$ cat src/rtl/dmi_req_scheduler.sv
// dmi_req_scheduler: serialises DMI requests from the UART TAP onto the Debug
// Module port, bounding each access with a timeout and keeping the sticky dmistat.
module dmi_req_scheduler #(
    parameter int ABITS   = 7,
    parameter int WIDTH   = ABITS + 34,
    parameter int TIMEOUT = 1024
) (
    input  logic             CLK_I,
    input  logic             RST_NI,
    input  logic [WIDTH-1:0] WRITE_DATA_I,
    input  logic             WRITE_VALID_I,
    output logic             WRITE_READY_O,
    output logic [WIDTH-1:0] READ_DATA_O,
    output logic             READ_VALID_O,
    input  logic             READ_READY_I,
    input  logic             DMI_RESET_I,
    input  logic             DMI_HARD_RESET_I,
    output logic [1:0]       DMI_ERROR_O,
    output logic [ABITS-1:0] DMI_REQ_ADDR_O,
    output logic [31:0]      DMI_REQ_DATA_O,
    output logic [1:0]       DMI_REQ_OP_O,
    output logic             DMI_REQ_VALID_O,
    input  logic             DMI_REQ_READY_I,
    input  logic [31:0]      DMI_RESP_DATA_I,
    input  logic [1:0]       DMI_RESP_RESP_I,
    input  logic             DMI_RESP_VALID_I,
    output logic             DMI_RESP_READY_O
);

    localparam int CW = $clog2(TIMEOUT);
    localparam logic [CW-1:0] CNT_MAX = CW'(TIMEOUT - 1);

    typedef enum logic [1:0] {IDLE, REQ, WAIT_RESP, RESULT} state_t;

    state_t           state_q, state_d;
    logic [ABITS-1:0] addr_q, addr_d;
    logic [31:0]      data_q, data_d;
    logic [1:0]       op_q, op_d;
    logic [31:0]      rdata_q, rdata_d;
    logic [1:0]       status_q, status_d;
    logic [1:0]       err_q, err_d;
    logic             drop_q, drop_d;
    logic [CW-1:0]    cnt_q, cnt_d;

    logic req_fire, resp_fire, timed_out, accept, is_nop;

    assign WRITE_READY_O    = (state_q == IDLE);
    assign READ_VALID_O     = (state_q == RESULT);
    assign READ_DATA_O      = {addr_q, rdata_q, status_q};
    assign DMI_ERROR_O      = err_q;
    assign DMI_REQ_ADDR_O   = addr_q;
    assign DMI_REQ_DATA_O   = data_q;
    assign DMI_REQ_OP_O     = op_q;
    assign DMI_REQ_VALID_O  = (state_q == REQ) && !drop_q;
    assign DMI_RESP_READY_O = (state_q == WAIT_RESP) || drop_q;

    assign req_fire  = DMI_REQ_VALID_O && DMI_REQ_READY_I;
    assign resp_fire = (state_q == WAIT_RESP) && !drop_q && DMI_RESP_VALID_I;
    assign timed_out = ((state_q == REQ) || (state_q == WAIT_RESP)) && (cnt_q == CNT_MAX) && !resp_fire;
    assign accept    = WRITE_VALID_I && !DMI_HARD_RESET_I;
    assign is_nop    = (WRITE_DATA_I[1:0] == 2'd0) || (WRITE_DATA_I[1:0] == 2'd3);

    always_comb begin
        state_d  = state_q;
        addr_d   = addr_q;
        data_d   = data_q;
        op_d     = op_q;
        rdata_d  = rdata_q;
        status_d = status_q;
        cnt_d    = cnt_q;
        err_d    = DMI_RESET_I ? 2'd0 : err_q;
        // any response seen while dropping belongs to an abandoned access
        drop_d   = drop_q && !DMI_RESP_VALID_I;

        case (state_q)
            IDLE: if (accept) begin
                addr_d   = WRITE_DATA_I[WIDTH-1:34];
                data_d   = WRITE_DATA_I[33:2];
                op_d     = WRITE_DATA_I[1:0];
                rdata_d  = WRITE_DATA_I[33:2];
                status_d = err_q;
                if (is_nop || (err_q != 2'd0)) begin
                    state_d = RESULT;
                end else begin
                    state_d = REQ;
                    cnt_d   = '0;
                end
            end
            REQ: begin
                cnt_d = cnt_q + 1'b1;
                if (req_fire) state_d = WAIT_RESP;
            end
            WAIT_RESP: begin
                cnt_d = cnt_q + 1'b1;
                if (resp_fire) begin
                    if (op_q == 2'd1) rdata_d = DMI_RESP_DATA_I;
                    status_d = DMI_RESP_RESP_I;
                    if (DMI_RESP_RESP_I != 2'd0) err_d = DMI_RESP_RESP_I;
                    state_d = RESULT;
                end
            end
            RESULT: if (READ_READY_I) state_d = IDLE;
            default: state_d = IDLE;
        endcase

        // a request handed to the DM in the abort cycle still owes a response
        if (timed_out) begin
            status_d = 2'd3;
            err_d    = 2'd3;
            state_d  = RESULT;
            if ((state_q == WAIT_RESP) || req_fire) drop_d = 1'b1;
        end

        if (DMI_HARD_RESET_I) begin
            state_d = IDLE;
            err_d   = 2'd0;
            cnt_d   = '0;
            if (((state_q == WAIT_RESP) && !resp_fire) || req_fire) drop_d = 1'b1;
        end
    end

    always_ff @(posedge CLK_I or negedge RST_NI) begin
        if (!RST_NI) begin
            state_q  <= IDLE;
            addr_q   <= '0;
            data_q   <= '0;
            op_q     <= '0;
            rdata_q  <= '0;
            status_q <= '0;
            err_q    <= '0;
            drop_q   <= 1'b0;
            cnt_q    <= '0;
        end else begin
            state_q  <= state_d;
            addr_q   <= addr_d;
            data_q   <= data_d;
            op_q     <= op_d;
            rdata_q  <= rdata_d;
            status_q <= status_d;
            err_q    <= err_d;
            drop_q   <= drop_d;
            cnt_q    <= cnt_d;
        end
    end

endmodule

$ cat config.mk
export PLATFORM = sky130hd
export DESIGN_NAME = dmi_req_scheduler
export DESIGN_NICKNAME = d
export VERILOG_FILES = /design/src/rtl/dmi_req_scheduler.sv
export SDC_FILE = /design/constraint.sdc
export NUM_CORES = 1
export LEC_CHECK = 0
export CAP_MARGIN = 40
export CORE_MARGIN = 2
export CORE_UTILIZATION = 40
export CTS_BUF_LIST = sky130_fd_sc_hd__clkbuf_4
export CTS_CLUSTER_SIZE = 16
export DETAILED_ROUTE_END_ITERATION = 8
export PLACE_DENSITY = 0.81
export SETUP_SLACK_MARGIN = 0.2
export SYNTH_ARGS = -nofsm -noshare
export SYNTH_HDL_FRONTEND = slang
export SYNTH_SLANG_ARGS = --single-unit
$ cat constraint.sdc
create_clock -name CLK_I -period 3.1 [get_ports CLK_I]
set_clock_uncertainty 0.05 [all_clocks]
set_input_delay 0.62 -clock CLK_I [delete_from_list [all_inputs] [get_ports CLK_I]]
set_output_delay 0.62 -clock CLK_I [all_outputs]
set_load 0.02 [all_outputs]
==> results.py, run 1 <==
metrics = {
    "run_status": {
        "status": "finished clean",
    },
    "floorplan": {
        "die_w_um": 109,
        "dieArea_um2": 11800,
        "rows": 38,
        "die_h_um": 109,
        "io_pins": 171,
        "initial_core_util_pct": 40.7,
        "fp.coreArea_um2": 10800,
    },
    "power_and_ir_drop": {
        "peakVddDrop_mv": 0.516,
        "p_per_area_nw_per_um2": 1010,
        "leakage_nw": 2.55,
    },
    "critical_path": {
        "critPathCapture": "DMI_RESP_READY_O",
        "slowest_stage": "clkdlybuf4s50_1",
        "reg2reg_depth": 6,
        "cp_max_fo": 6,
        "crit_chain": "inv_1 > ha_2 > or2_2 > clkdlybuf4s50_1",
        "crit_required_ns": 2.43,
        "worstSetupPathType": "reg2out",
        "end_kind": "primary output",
        "cpPeakStageDelay_ns": 0.56,
        "r2r-start": "state_q[0]",
        "reg2reg_slack_ns": 0.73,
        "start_kind": "flop",
        "r2r_end": "state_q[0]",
        "arrival_ns": 2.05,
        "setup.worst_path.start": "state_q[0]",
    },
    "timing": {
        "holdWs_ns": 0.133,
        "fin_ws_ns": 0.383,
        "tns_ns": 0,
        "slew_headroom_pct": 59.9,
        "setup_viol": 0,
        "timing.final.crit_share_pct": 87.6,
        "finalHoldViolations": 0,
        "fmax_mhz": 368,
        "slew_viol_final": 0,
        "tightest_slew_ns": 0.602,
        "grt_setup_unrepaired": "no",
        "period_needed_ns": 2.72,
    },
    "clocking": {
        "clk_pin_slew_ns": 0.14,
        "cts_tree": "yes",
        "cts_buffers": 9,
        "cts_max_level": 3,
        "clock_latency_ns": 0.41,
        "cts.sinks": 90,
        "ctsLongestPathBuffers": 2,
        "cts_resized": 0,
        "clockRootBuffer": "clkbuf_4",
        "cts_setup_buffers": 0,
        "hold_buffers": 0,
    },
    "synth": {
        "synthesis.area_um2": 4390,
        "yosys_most_used_dff": "dfrtp_1",
        "ys_top_cells_by_area": "dfrtp_1 (51%), mux2_2 (26%), ha_1 (1.7%), mux2_1 (1.5%), o311ai_0 (1.4%)",
        "synth_top_area_cell": "dfrtp_1",
        "synth.distinct_cells": 45,
        "avgSynthCellArea_um2": 13.1,
        "syn_inst": 336,
        "synth-seq-area-share_pct": 51.3,
        "yosysWarnings": 0,
        "synth_top_area_share_pct": 51.3,
        "syn_nets": 425,
        "synth_seq_cells": 90,
        "synth-edff-count": 0,
        "synthArstFlopShare_pct": 100,
    },
    "finish": {
        "multi_input_area_um2": 1950,
        "final_layout_size_suffix_gt1_share_pct": 27.1,
        "fin_area_um2": 6340,
        "n_antenna_cell": 0,
        "nets": 589,
        "regArea_um2": 2250,
        "area_delta_synth_final_pct": 44.4,
        "fillerInstances": 916,
    },
    "grt": {
        "track_usage_pct": 19.0,
        "grt_max_degree": 47,
        "grt_pass1_wl_um": 17500,
        "overflow": 0,
        "antenna_found_initial": 0,
        "grt_pass1_vias": 3712,
    },
    "route": {
        "wl_per_cell_um": 17.0,
        "met1_length_um": 4280,
        "avgViaCountPerCell": 5.23,
        "postRouteAntennaNets": 0,
        "wl_met3_um": 892,
        "maxUsedRoutingLayer": "met4",
        "drt_iter0_markers": 292,
        "drt_pass1_iterations": 5,
        "drc": 0,
        "drt_wl_total_um": 11000,
        "wl_met2_um": 5700,
        "num_vias": 3373,
    },
    "placed_design": {
        "place_congestion": 0.829,
        "post-place-ws_ns": 0.506,
        "place_area_um2": 6180,
        "dp_hpwl_um": 8180,
        "port_buffers": 170,
    },
    "run": {
        "maxCapViolations": 0,
    },
    "worst_hold_path": {
        "hold_path.class": "in2async",
    },
}
## per-stage QoR
step                power (mW)  cells  utilization (%)
floorplan                 4.17    336                -
global placement          5.59    628             57.2
finish                    6.41    645             58.8
global route              6.77    645             58.8
CTS                       6.47    645             58.8
detailed placement        5.72    629             57.3
## report_power, final
group	switching, mW	internal [mW]
registers	0.299	1.70
clock network	0.406	0.339
logic	1.72	1.94
total	2.43	3.98
## worst min-delay path by stage
stage	cells past startpoint	to	slack, ns	start
after floorplan	0	DMI_ERROR_O[0]	0.27	RST_NI
after global placement	1	rdata_q[21]	0.43	rdata_q[21]
after detailed placement	1	rdata_q[28]	0.44	rdata_q[28]
after CTS	1	rdata_q[19]	0.13	RST_NI
after global routing	1	rdata_q[20]	0.15	RST_NI
final	1	cnt_q[8]	0.13	RST_NI
## cells in the mapped netlist, drive strengths merged, types with 4 or more instances
library cell,instances
buf,18
clkbuf,9
dfrtp,90
ha,6
inv,7
mux2,107
nand2,12
nand2b,5
nand3,10
nand3b,4
nor2,7
nor3,5
nor3b,5
nor4b,4
o311ai,7
or3b,4
## cell type report
class | instances | share of cell area (%)
clock buffers | 10 | 1.18
clock inverters | 6 | 1.40
inverters | 7 | 0.414
multi-input cells | 212 | 30.8
flip-flops and latches | 90 | 35.5
well taps | 140 | 2.76
repair buffers | 180 | 28.0
## placed cells by master, fill, tap and decap left out, drive strengths merged, types with 5 or more instances in the layout
| master | n |
|---|---|
| dfrtp | 90 |
| nor3 | 5 |
| clkbuf | 10 |
| clkdlybuf4s50 | 169 |
| nand2b | 5 |
| nand2 | 12 |
| buf | 11 |
| ha | 6 |
| o311ai | 7 |
| nor3b | 5 |
| inv | 8 |
| nand3 | 10 |
| mux2 | 107 |
| nor2 | 7 |
## critical path: cells and delay by family (launching register included)
kind	cells	cell delay, ns
fa+ha+maj	1	0.25
buf+inv	2	0.66
flops	1	0.43
simple gates	1	0.30
## flip-flops by register name, indices dropped and copies added, names as in the netlist
signal / count
drop_q: 1
DMI_REQ_DATA_O: 32
status_q: 2
DMI_ERROR_O: 2
state_q: 2
cnt_q: 10
DMI_REQ_ADDR_O: 7
rdata_q: 32
DMI_REQ_OP_O: 2
## metal layers
layer	vias up	GRT usage (%)
met5	-	0
met4	0	5.22
met3	8	5.80
met2	128	34.7
met1	1697	21.5
li1	1540	-
## kinds of logic after synthesis
group                    count (synthesis)  synth area share (%)
AO/OA/AOI/OAI                           25                  4.56
flip-flops                              90                  51.3
XOR/XNOR                                 1                 0.199
AND/OR/NAND/NOR                         70                  9.82
buffers and inverters                   34                  4.36
adder cells (fa/ha/maj)                  6                  1.71
multiplexers                           110                  28.1
Note: power is estimated with default switching activity, not from simulation.
==> run 2, diff against run 1 <==
CAP_MARGIN = 20   (was 40)
==> run 2 against run 1 <==
  * Register-to-register slack worse by 0.02 ns
  * Highest routed layer unchanged
  * Setup slack got worse by 0.017 ns
  * Core utilization down 0.32 points
  * Clock power shrank 15%
==> results.py, run 2 (synthesized netlist as in run 1, its figures left out) <==
metrics = {
    "run_status": {
        "status": "finished clean",
    },
    "route": {
        "drt_wl_total_um": 10800,
        "postRouteAntennaNets": 0,
        "wl_per_cell_um": 16.8,
        "drt_pass1_iterations": 5,
        "num_vias": 3380,
        "drc": 0,
        "avgViaCountPerCell": 5.25,
        "drt_iter0_markers": 134,
    },
    "finish": {
        "fillerInstances": 877,
        "n_antenna_cell": 0,
        "fin_area_um2": 6310,
        "mostFrequentLayoutCell": "clkdlybuf4s50_1",
        "most-common-layout-cells": "clkdlybuf4s50_1 (169), mux2_2 (101), dfrtp_1 (90)",
        "area_delta_synth_final_pct": 43.6,
        "final_layout_size_suffix_gt1_share_pct": 26.8,
        "nets": 589,
    },
    "grt": {
        "antenna_found_initial": 0,
        "track_usage_pct": 18.9,
        "grt_pass1_vias": 3669,
        "grt_max_degree": 47,
        "overflow": 0,
        "grt_pass1_wl_um": 17400,
    },
    "floorplan": {
        "fp.coreArea_um2": 10800,
        "io_pins": 171,
        "die_h_um": 109,
        "die_w_um": 109,
        "initial_core_util_pct": 40.7,
        "rows": 38,
        "dieArea_um2": 11800,
    },
    "critical_path": {
        "critPathCapture": "DMI_RESP_READY_O",
        "cp_max_fo": 6,
        "setup.worst_path.start": "state_q[0]",
        "start_kind": "flop",
        "worstSetupPathDepth": 4,
        "worstSetupPathType": "reg2out",
        "slowest_stage": "clkdlybuf4s50_1",
        "arrival_ns": 2.06,
        "reg2reg_slack_ns": 0.71,
        "cpPeakStageDelay_ns": 0.56,
        "crit_buf_inv": 2,
        "r2r_end": "state_q[0]",
        "crit_chain": "inv_1 > ha_2 > or2_2 > clkdlybuf4s50_1",
        "r2r-start": "state_q[0]",
        "end_kind": "primary output",
        "cpLargestDelayFamily": "buffers and inverters",
        "crit_required_ns": 2.43,
        "reg2reg_depth": 6,
    },
    "clocking": {
        "cts_resized": 0,
        "cts_max_level": 3,
        "cts_setup_buffers": 0,
        "ctsLongestPathBuffers": 2,
        "cts.sinks": 90,
        "cts_tree": "yes",
        "hold_buffers": 0,
        "cts_buffers": 9,
        "clk_pin_slew_ns": 0.14,
        "clock_latency_ns": 0.42,
        "clockRootBuffer": "clkbuf_4",
    },
    "power_and_ir_drop": {
        "p_per_area_nw_per_um2": 996,
        "peakVddDrop_mv": 0.503,
        "leakage_nw": 2.54,
    },
    "timing": {
        "period_needed_ns": 2.73,
        "tns_ns": 0,
        "tightest_slew_ns": 0.603,
        "slew_viol_final": 0,
        "finalHoldViolations": 0,
        "setup_viol": 0,
        "timing.final.crit_share_pct": 88.2,
        "fmax_mhz": 366,
        "grt_setup_unrepaired": "no",
        "slew_headroom_pct": 59.8,
    },
    "worst_hold_path": {
        "hold_path.class": "in2async",
    },
    "placed_design": {
        "place_area_um2": 6170,
        "port_buffers": 170,
        "dp_hpwl_um": 8030,
        "place_congestion": 0.829,
    },
    "run": {
        "maxCapViolations": 0,
    },
}
[run 2: changes by cell type in the layout (fill, tap and decap cells not counted)]
cell       delta
bufinv_16     -1
clkinv_1      +1
clkinv_4      -1
[run 2: stage by stage]
stage	utilization [%]	cells	hold WS, ns	worst slack, ns	power (mW)
CTS	58.4	643	0.109	0.331	6.36
floorplan	-	336	0.274	0.976	4.17
detailed placement	57.2	628	0.434	0.515	5.70
finish	58.5	644	0.135	0.366	6.29
global placement	57.2	628	0.426	0.564	5.59
global route	58.5	644	0.133	0.282	6.66
[run 2: worst min path at each step]
stage	startpoint	endpoint	slack, ns
after floorplan	RST_NI	DMI_ERROR_O[0]	0.27
after global placement	rdata_q[21]	rdata_q[21]	0.43
after detailed placement	rdata_q[28]	rdata_q[28]	0.43
after CTS	RST_NI	DMI_REQ_DATA_O[24]	0.11
after global routing	RST_NI	DMI_REQ_DATA_O[25]	0.13
final	RST_NI	DMI_REQ_DATA_O[25]	0.14
[run 2: per-layer routing]
metal	track usage, %	part of all wire [%]	up-vias
li1	-	-	1548
met1	21.4	39	1668
met2	32.9	50	140
met3	5.86	8.2	24
met4	8.06	2.5	0
met5	0	0	-
[run 2: area by class of cell]
cell class | instances | area (µm²) | share of cell area (%)
clock buffers | 10 | 75.1 | 1.19
repair buffers | 180 | 1770 | 28.1
flip-flops and latches | 90 | 2250 | 35.7
clock inverters | 5 | 53.8 | 0.853
multi-input cells | 212 | 1950 | 31.0
inverters | 7 | 26.3 | 0.416
well taps | 140 | 175 | 2.78
[run 2: where the power goes]
group | switching [mW] | internal [mW]
Sequential | 0.297 | 1.70
Clock | 0.386 | 0.249
Combinational | 1.71 | 1.94
